[config.mk]
export PLATFORM = sky130hd
export DESIGN_NAME = uart_rx_fsm_flat
export DESIGN_NICKNAME = d
export VERILOG_FILES = /design/src/rtl/uart_rx_fsm_if.sv /design/src/rtl/uart_rx_fsm.sv /design/src/flat_wrapper.sv
export SDC_FILE = /design/constraint.sdc
export NUM_CORES = 1
export LEC_CHECK = 0
export CORE_UTILIZATION = 35
export CTS_BUF_LIST = sky130_fd_sc_hd__clkbuf_8
export CTS_CLUSTER_DIAMETER = 50
export DETAILED_ROUTE_END_ITERATION = 16
export GPL_TIMING_DRIVEN = 0
export SLEW_MARGIN = 30
export SYNTH_ARGS = -nofsm -noshare
export SYNTH_HDL_FRONTEND = slang
export SYNTH_SLANG_ARGS = --single-unit
[constraint.sdc]
create_clock -name clk -period 4.1 [get_ports clk]
set_input_delay 0.615 -clock clk [delete_from_list [all_inputs] [get_ports clk]]
set_output_delay 0.615 -clock clk [all_outputs]
set_load 0.01 [all_outputs]
[src/rtl/uart_rx_fsm_if.sv]
// rtl/uart_rx_fsm_if.sv - serial line, frame configuration and received-word signals of the UART receiver
interface uart_rx_fsm_if #(
  parameter int DATA_WIDTH = 8
);
  logic                  rx_in;
  logic [5:0]            prescale;
  logic                  parity_EN;
  logic                  parity_type;
  logic [DATA_WIDTH-1:0] p_data;
  logic                  data_valid;
  logic                  parity_error;
  logic                  stop_error;
  logic                  busy;

  modport master (
    output rx_in, prescale, parity_EN, parity_type,
    input  p_data, data_valid, parity_error, stop_error, busy
  );

  modport slave (
    input  rx_in, prescale, parity_EN, parity_type,
    output p_data, data_valid, parity_error, stop_error, busy
  );
endinterface

[src/rtl/uart_rx_fsm.sv]
// rtl/uart_rx_fsm.sv - oversampling UART frame receiver; UART_RX_MAJORITY_EN selects 2-of-3 bit voting
module uart_rx_fsm #(
  parameter int DATA_WIDTH = 8
) (
  input  logic         clk,
  input  logic         rst,
  uart_rx_fsm_if.slave bus
);
  localparam int            BW       = (DATA_WIDTH > 1) ? $clog2(DATA_WIDTH) : 1;
  localparam logic [BW-1:0] LAST_BIT = BW'(DATA_WIDTH - 1);

  typedef enum logic [2:0] {IDLE, START, DATA, PARITY, STOP} state_t;

  state_t                state_q, state_d;
  logic [5:0]            edge_cnt_q, edge_cnt_d;
  logic [BW-1:0]         bit_cnt_q, bit_cnt_d;
  logic [DATA_WIDTH-1:0] shift_q, shift_d;
  logic [DATA_WIDTH-1:0] p_data_q, p_data_d;
  logic [5:0]            prescale_q, prescale_d;
  logic                  par_en_q, par_en_d;
  logic                  par_type_q, par_type_d;
  logic                  sample_q, sample_d;
  logic                  par_err_q, par_err_d;
  logic                  data_valid_q, data_valid_d;
  logic                  parity_error_q, parity_error_d;
  logic                  stop_error_q, stop_error_d;

  logic [5:0] mid;
  logic       last_edge;
  logic       sample_vld;
  logic       sample_now;

  assign mid       = {1'b0, prescale_q[5:1]};
  assign last_edge = (edge_cnt_q == prescale_q - 6'd1);

`ifdef UART_RX_MAJORITY_EN
  logic [1:0] maj_q, maj_d;

  // The bit value resolves one clock after mid, voting the two stored samples with the live line.
  assign sample_vld = (edge_cnt_q == mid + 6'd1);
  assign sample_now = (maj_q[0] & maj_q[1]) | (maj_q[0] & bus.rx_in) | (maj_q[1] & bus.rx_in);

  // Capture the line at mid-1 and mid for the later vote.
  always_comb begin
    maj_d = maj_q;
    if (edge_cnt_q == mid - 6'd1) maj_d[0] = bus.rx_in;
    if (edge_cnt_q == mid)        maj_d[1] = bus.rx_in;
  end

  // Vote sample registers.
  always_ff @(posedge clk) begin
    if (rst) maj_q <= '0;
    else     maj_q <= maj_d;
  end
`else
  assign sample_vld = (edge_cnt_q == mid);
  assign sample_now = bus.rx_in;
`endif

  // State and datapath registers.
  always_ff @(posedge clk) begin
    if (rst) begin
      state_q        <= IDLE;
      edge_cnt_q     <= '0;
      bit_cnt_q      <= '0;
      shift_q        <= '0;
      p_data_q       <= '0;
      prescale_q     <= '0;
      par_en_q       <= 1'b0;
      par_type_q     <= 1'b0;
      sample_q       <= 1'b0;
      par_err_q      <= 1'b0;
      data_valid_q   <= 1'b0;
      parity_error_q <= 1'b0;
      stop_error_q   <= 1'b0;
    end else begin
      state_q        <= state_d;
      edge_cnt_q     <= edge_cnt_d;
      bit_cnt_q      <= bit_cnt_d;
      shift_q        <= shift_d;
      p_data_q       <= p_data_d;
      prescale_q     <= prescale_d;
      par_en_q       <= par_en_d;
      par_type_q     <= par_type_d;
      sample_q       <= sample_d;
      par_err_q      <= par_err_d;
      data_valid_q   <= data_valid_d;
      parity_error_q <= parity_error_d;
      stop_error_q   <= stop_error_d;
    end
  end

  // Next state: walk the frame one bit period at a time, abandoning a start bit that samples high.
  always_comb begin
    state_d = state_q;
    unique case (state_q)
      IDLE:    if (!bus.rx_in) state_d = START;
      START: begin
        if (sample_vld && sample_now) state_d = IDLE;
        else if (last_edge)           state_d = DATA;
      end
      DATA:    if (last_edge && bit_cnt_q == LAST_BIT) state_d = par_en_q ? PARITY : STOP;
      PARITY:  if (last_edge) state_d = STOP;
      STOP:    if (last_edge) state_d = IDLE;
      default: state_d = IDLE;
    endcase
  end

  // Datapath and frame-end outputs: counters, sampling, shifting, parity tracking and result pulses.
  always_comb begin
    edge_cnt_d     = 6'd0;
    bit_cnt_d      = bit_cnt_q;
    shift_d        = shift_q;
    p_data_d       = p_data_q;
    prescale_d     = prescale_q;
    par_en_d       = par_en_q;
    par_type_d     = par_type_q;
    sample_d       = sample_q;
    par_err_d      = par_err_q;
    data_valid_d   = 1'b0;
    parity_error_d = 1'b0;
    stop_error_d   = 1'b0;
    if (state_q == IDLE) begin
      if (!bus.rx_in) begin
        // This cycle is edge 0 of the start bit; freeze the frame configuration here.
        edge_cnt_d = 6'd1;
        prescale_d = bus.prescale;
        par_en_d   = bus.parity_EN;
        par_type_d = bus.parity_type;
        par_err_d  = 1'b0;
      end
    end else begin
      edge_cnt_d = last_edge ? 6'd0 : edge_cnt_q + 6'd1;
      if (sample_vld) sample_d = sample_now;
      unique case (state_q)
        START: begin
          if (sample_vld && sample_now) edge_cnt_d = 6'd0;
          else if (last_edge)           bit_cnt_d  = '0;
        end
        DATA: begin
          if (last_edge) begin
            shift_d[bit_cnt_q] = sample_q;
            bit_cnt_d          = bit_cnt_q + 1'b1;
          end
        end
        PARITY: begin
          if (last_edge) par_err_d = (sample_q != ((^shift_q) ^ par_type_q));
        end
        STOP: begin
          if (last_edge) begin
            stop_error_d   = ~sample_q;
            parity_error_d = par_err_q;
            if (sample_q && !par_err_q) begin
              data_valid_d = 1'b1;
              p_data_d     = shift_q;
            end
          end
        end
        default: ;
      endcase
    end
  end

  assign bus.p_data       = p_data_q;
  assign bus.data_valid   = data_valid_q;
  assign bus.parity_error = parity_error_q;
  assign bus.stop_error   = stop_error_q;
  assign bus.busy         = (state_q != IDLE);
endmodule

[src/flat_wrapper.sv]
// flat-port wrapper written by rule: the top's interface ports become plain ports
module uart_rx_fsm_flat 
#(
  parameter int DATA_WIDTH = 8
)
  (clk, rst, bus_rx_in, bus_prescale, bus_parity_EN, bus_parity_type, bus_p_data, bus_data_valid, bus_parity_error, bus_stop_error, bus_busy);
  uart_rx_fsm_if #(.DATA_WIDTH(DATA_WIDTH)) bus_i ();
  input  logic clk;
  input  logic rst;
  input wire logic [$bits(bus_i.rx_in)-1:0] bus_rx_in;
  input wire logic [$bits(bus_i.prescale)-1:0] bus_prescale;
  input wire logic [$bits(bus_i.parity_EN)-1:0] bus_parity_EN;
  input wire logic [$bits(bus_i.parity_type)-1:0] bus_parity_type;
  output wire logic [$bits(bus_i.p_data)-1:0] bus_p_data;
  output wire logic [$bits(bus_i.data_valid)-1:0] bus_data_valid;
  output wire logic [$bits(bus_i.parity_error)-1:0] bus_parity_error;
  output wire logic [$bits(bus_i.stop_error)-1:0] bus_stop_error;
  output wire logic [$bits(bus_i.busy)-1:0] bus_busy;
  assign bus_i.rx_in = bus_rx_in;
  assign bus_i.prescale = bus_prescale;
  assign bus_i.parity_EN = bus_parity_EN;
  assign bus_i.parity_type = bus_parity_type;
  assign bus_p_data = bus_i.p_data;
  assign bus_data_valid = bus_i.data_valid;
  assign bus_parity_error = bus_i.parity_error;
  assign bus_stop_error = bus_i.stop_error;
  assign bus_busy = bus_i.busy;
  uart_rx_fsm #(.DATA_WIDTH(DATA_WIDTH)) u_core (.clk(clk), .rst(rst), .bus(bus_i));
endmodule
==> impl_metrics.ini <==
[outcome]
status = complete, no violations

[floorplanning]
core_area_um2 = 5680
io_pins = 23
initial_core_util = 0.373
die_area_um2 = 6370
num_rows = 27
die_x_um = 79.8
chipHeight_um = 79.8

[final_layout]
layout-area-overhead-vs-synth_pct = 18.9
final_layout_size_suffix_gt1_frac = 0.0593
antenna_cells = 0
fill_cells = 594
instances_no_fill = 342
nets = 285

[place]
gp_congestion = 0.816
place.detailed.hpwl_um = 3230
io_buffers = 22
post-place-ws_ns = 1.58
dp_cells = 335

[global_routing]
grt_usage = 0.161
grt_pass1_wl_um = 7860
grt_start_max_net_pins = 13
antenna_found_initial = 0
overflow = 0
grt_pass1_vias = 1629

[sta]
finClkSkew_ns = 0.00833
rsz0062_at_grt = no
worst_pin_slew_ns = 0.827
layout_setup_ws_ns = 1.50
hold_viol = 0
timing.hold.ws_ns = 0.475
tns_ns = 0
setup_viol = 0
maxSlewViolCount = 0
timing.slew.headroom = 0.444
min_period_ns = 2.60
maxClockFrequency_mhz = 385
fin_crit_sh = 0.633

[worst_setup_path]
worst-setup-path-type = reg2reg
crit_arrival_ns = 2.82
startpoint_type = register
critPathMaxFanout = 8
cp.required_ns = 4.32
cp-end-kind = register
crit_slowest_cell = nor3_4
max_stage_delay_ns = 0.58
path_cells = inv_1, ha_1, and2_1, o21ai_0, nand4_1, or4_4, nor3_4, mux2i_1

[clock_tree]
cts_tree = built
post-cts-setup-buffer-count = 0
clk_latency_ns = 0.29
htree_levels = 2
cts_sinks = 41
cts_root_buf = clkbuf_8
postCtsHoldBufs = 0
clockBufferDepth = 2
cts_resized = 0
cts_buffers = 5
clk_pin_slew_ns = 0.08

[pwr]
leakage_nw = 0.885
ir_worst_vdd_v = 0.000126
finalPower_uw = 782
p_per_area_nw_per_um2 = 310

[drt]
wl_per_cell_um = 13.3
drt.antenna.violating_nets = 0
drt_iter0_markers = 104
totalWireLength_um = 4540
viasPerCell = 5.02
drcViolationCount = 0
vias = 1717
dr.pass1.iters = 5

[synthesis]
ys.flop_type = dfxtp_1
synth_top_area_frac = 0.387
ys_types = 39
syn_inst = 241
synth.cell_area_um2 = 2120
syn-num-nets = 256
yosysWarnings = 0
synth_area_leaders = dfxtp_1, mux2i_1, nand2b_1, xnor2_1, nand2_1
synth_edf_count = 0
synth_area_per_cell_um2 = 8.79
synth_seq_cells = 41
synth_top_area_cell = dfxtp_1
async_flop_share = 0
yosysSeqAreaShare = 0.387

[job]
drv_cap = 0

[min_path]
hold_path.class = reg2reg
[registers in the layout, indices dropped and copies added (netlist names)]
| name | flops |
|---|---|
| u_core.par_err_q | 1 |
| u_core.par_type_q | 1 |
| u_core.state_q | 3 |
| u_core.edge_cnt_q | 6 |
| u_core.bus.data_valid | 1 |
| u_core.par_en_q | 1 |
| u_core.bit_cnt_q | 3 |
| u_core.bus.stop_error | 1 |
| u_core.sample_q | 1 |
| u_core.bus.parity_error | 1 |
| u_core.bus.p_data | 8 |
| u_core.shift_q | 8 |
| u_core.prescale_q | 6 |
[cell usage in the layout, fill, tap and decap left out, types with 2 or more instances in the layout]
master           synthesis  layout
nand4b_1                 3       3
or3_1                    2       2
o211ai_1                 2       2
nor4b_1                  3       3
xor2_1                   6       6
nand3_1                  5       5
nor2_1                  20      20
clkbuf_1                10      10
nand2_1                 24      24
a21oi_1                 13      13
a211o_1                  2       2
nor2b_1                  5       5
mux2_2                   2       2
nand4_1                  4       4
o21ai_0                  3       3
nor4_2                   2       2
nand2b_1                25      25
clkdlybuf4s50_1          0      22
nand3b_1                 3       3
nor3_1                   4       4
ha_1                     4       4
clkbuf_8                 0       6
xnor2_1                 16      16
nor4_1                   2       2
dfxtp_1                 41      41
mux2i_1                 19      19
inv_1                    7       7
[worst max-delay path, delay by kind of cell (launching register included)]
family	cells	cell delay (ns)
adders and majority gates	1	0.20
and+or+nand+nor	4	1.40
DFF	1	0.42
buffers and inverters	1	0.07
muxes	1	0.26
AOI/OAI and AO/OA	1	0.17
[through the flow]
stage	cell area, um2	util
after floorplan	2120	-
after global placement	2430	0.428
after detailed placement	2430	0.428
after CTS	2520	0.444
after global routing	2520	0.444
final	2520	0.444
[kinds of logic after synthesis]
| group | share of synthesized area |
|---|---|
| DFF | 0.387 |
| buffers and inverters | 0.0343 |
| and+or+nand+nor | 0.278 |
| AOI/OAI and AO/OA | 0.0856 |
| muxes | 0.100 |
| adders and majority gates | 0.0236 |
| xor gates and xnor gates | 0.0910 |
[synth_stat cells, types with 4 or more instances]
cell,count
ha_1,4
xor2_1,6
xnor2_1,16
nor3_1,4
nor2_1,20
nor2b_1,5
dfxtp_1,41
clkbuf_1,10
nand2b_1,25
nand2_1,24
a21oi_1,13
nand3_1,5
inv_1,7
nand4_1,4
mux2i_1,19
[where the power goes]
group          leakage (nW)  internal, mW  switching, mW
clock                0.0433         0.133          0.135
sequential            0.332         0.407         0.0129
combinational         0.510        0.0454         0.0487
total                 0.885         0.585          0.196
[path summary, 6_finish.rpt]
| kind | start | to | slack, ns | depth (start not counted) |
|---|---|---|---|---|
| worst max-delay path | u_core.prescale_q[1] | u_core.bus.p_data[3] | 1.50 | 8 |
| worst min-delay path | u_core.bus.p_data[7] | u_core.bus.p_data[7] | 0.47 | 2 |
| worst max register to register | u_core.prescale_q[1] | u_core.bus.p_data[3] | 1.50 | 8 |
| worst min register to register | u_core.bus.p_data[7] | u_core.bus.p_data[7] | 0.47 | 2 |
[area by class of cell]
cell class | instances | area [um2] | share of cell area
Multi-Input combinational cell | 181 | 1220 | 0.486
Buffer | 12 | 46.3 | 0.0184
Inverter | 7 | 26.3 | 0.0104
Tap cell | 72 | 90.1 | 0.0358
Timing Repair Buffer | 22 | 220 | 0.0874
Clock inverter | 1 | 7.51 | 0.00298
Sequential cell | 41 | 821 | 0.326
Clock buffer | 6 | 82.6 | 0.0328
[routing by layer]
metal  global-route usage  wire, um  part of all wire  vias to the layer above
li1                     -         -                 -                      882
met1                0.229      2380              0.53                      803
met2                0.237      1930              0.42                       28
met3               0.0320       170             0.037                        4
met4               0.0607        55             0.012                        0
met5                    0         0                 0                        -
(Power assumes the default switching activity.)
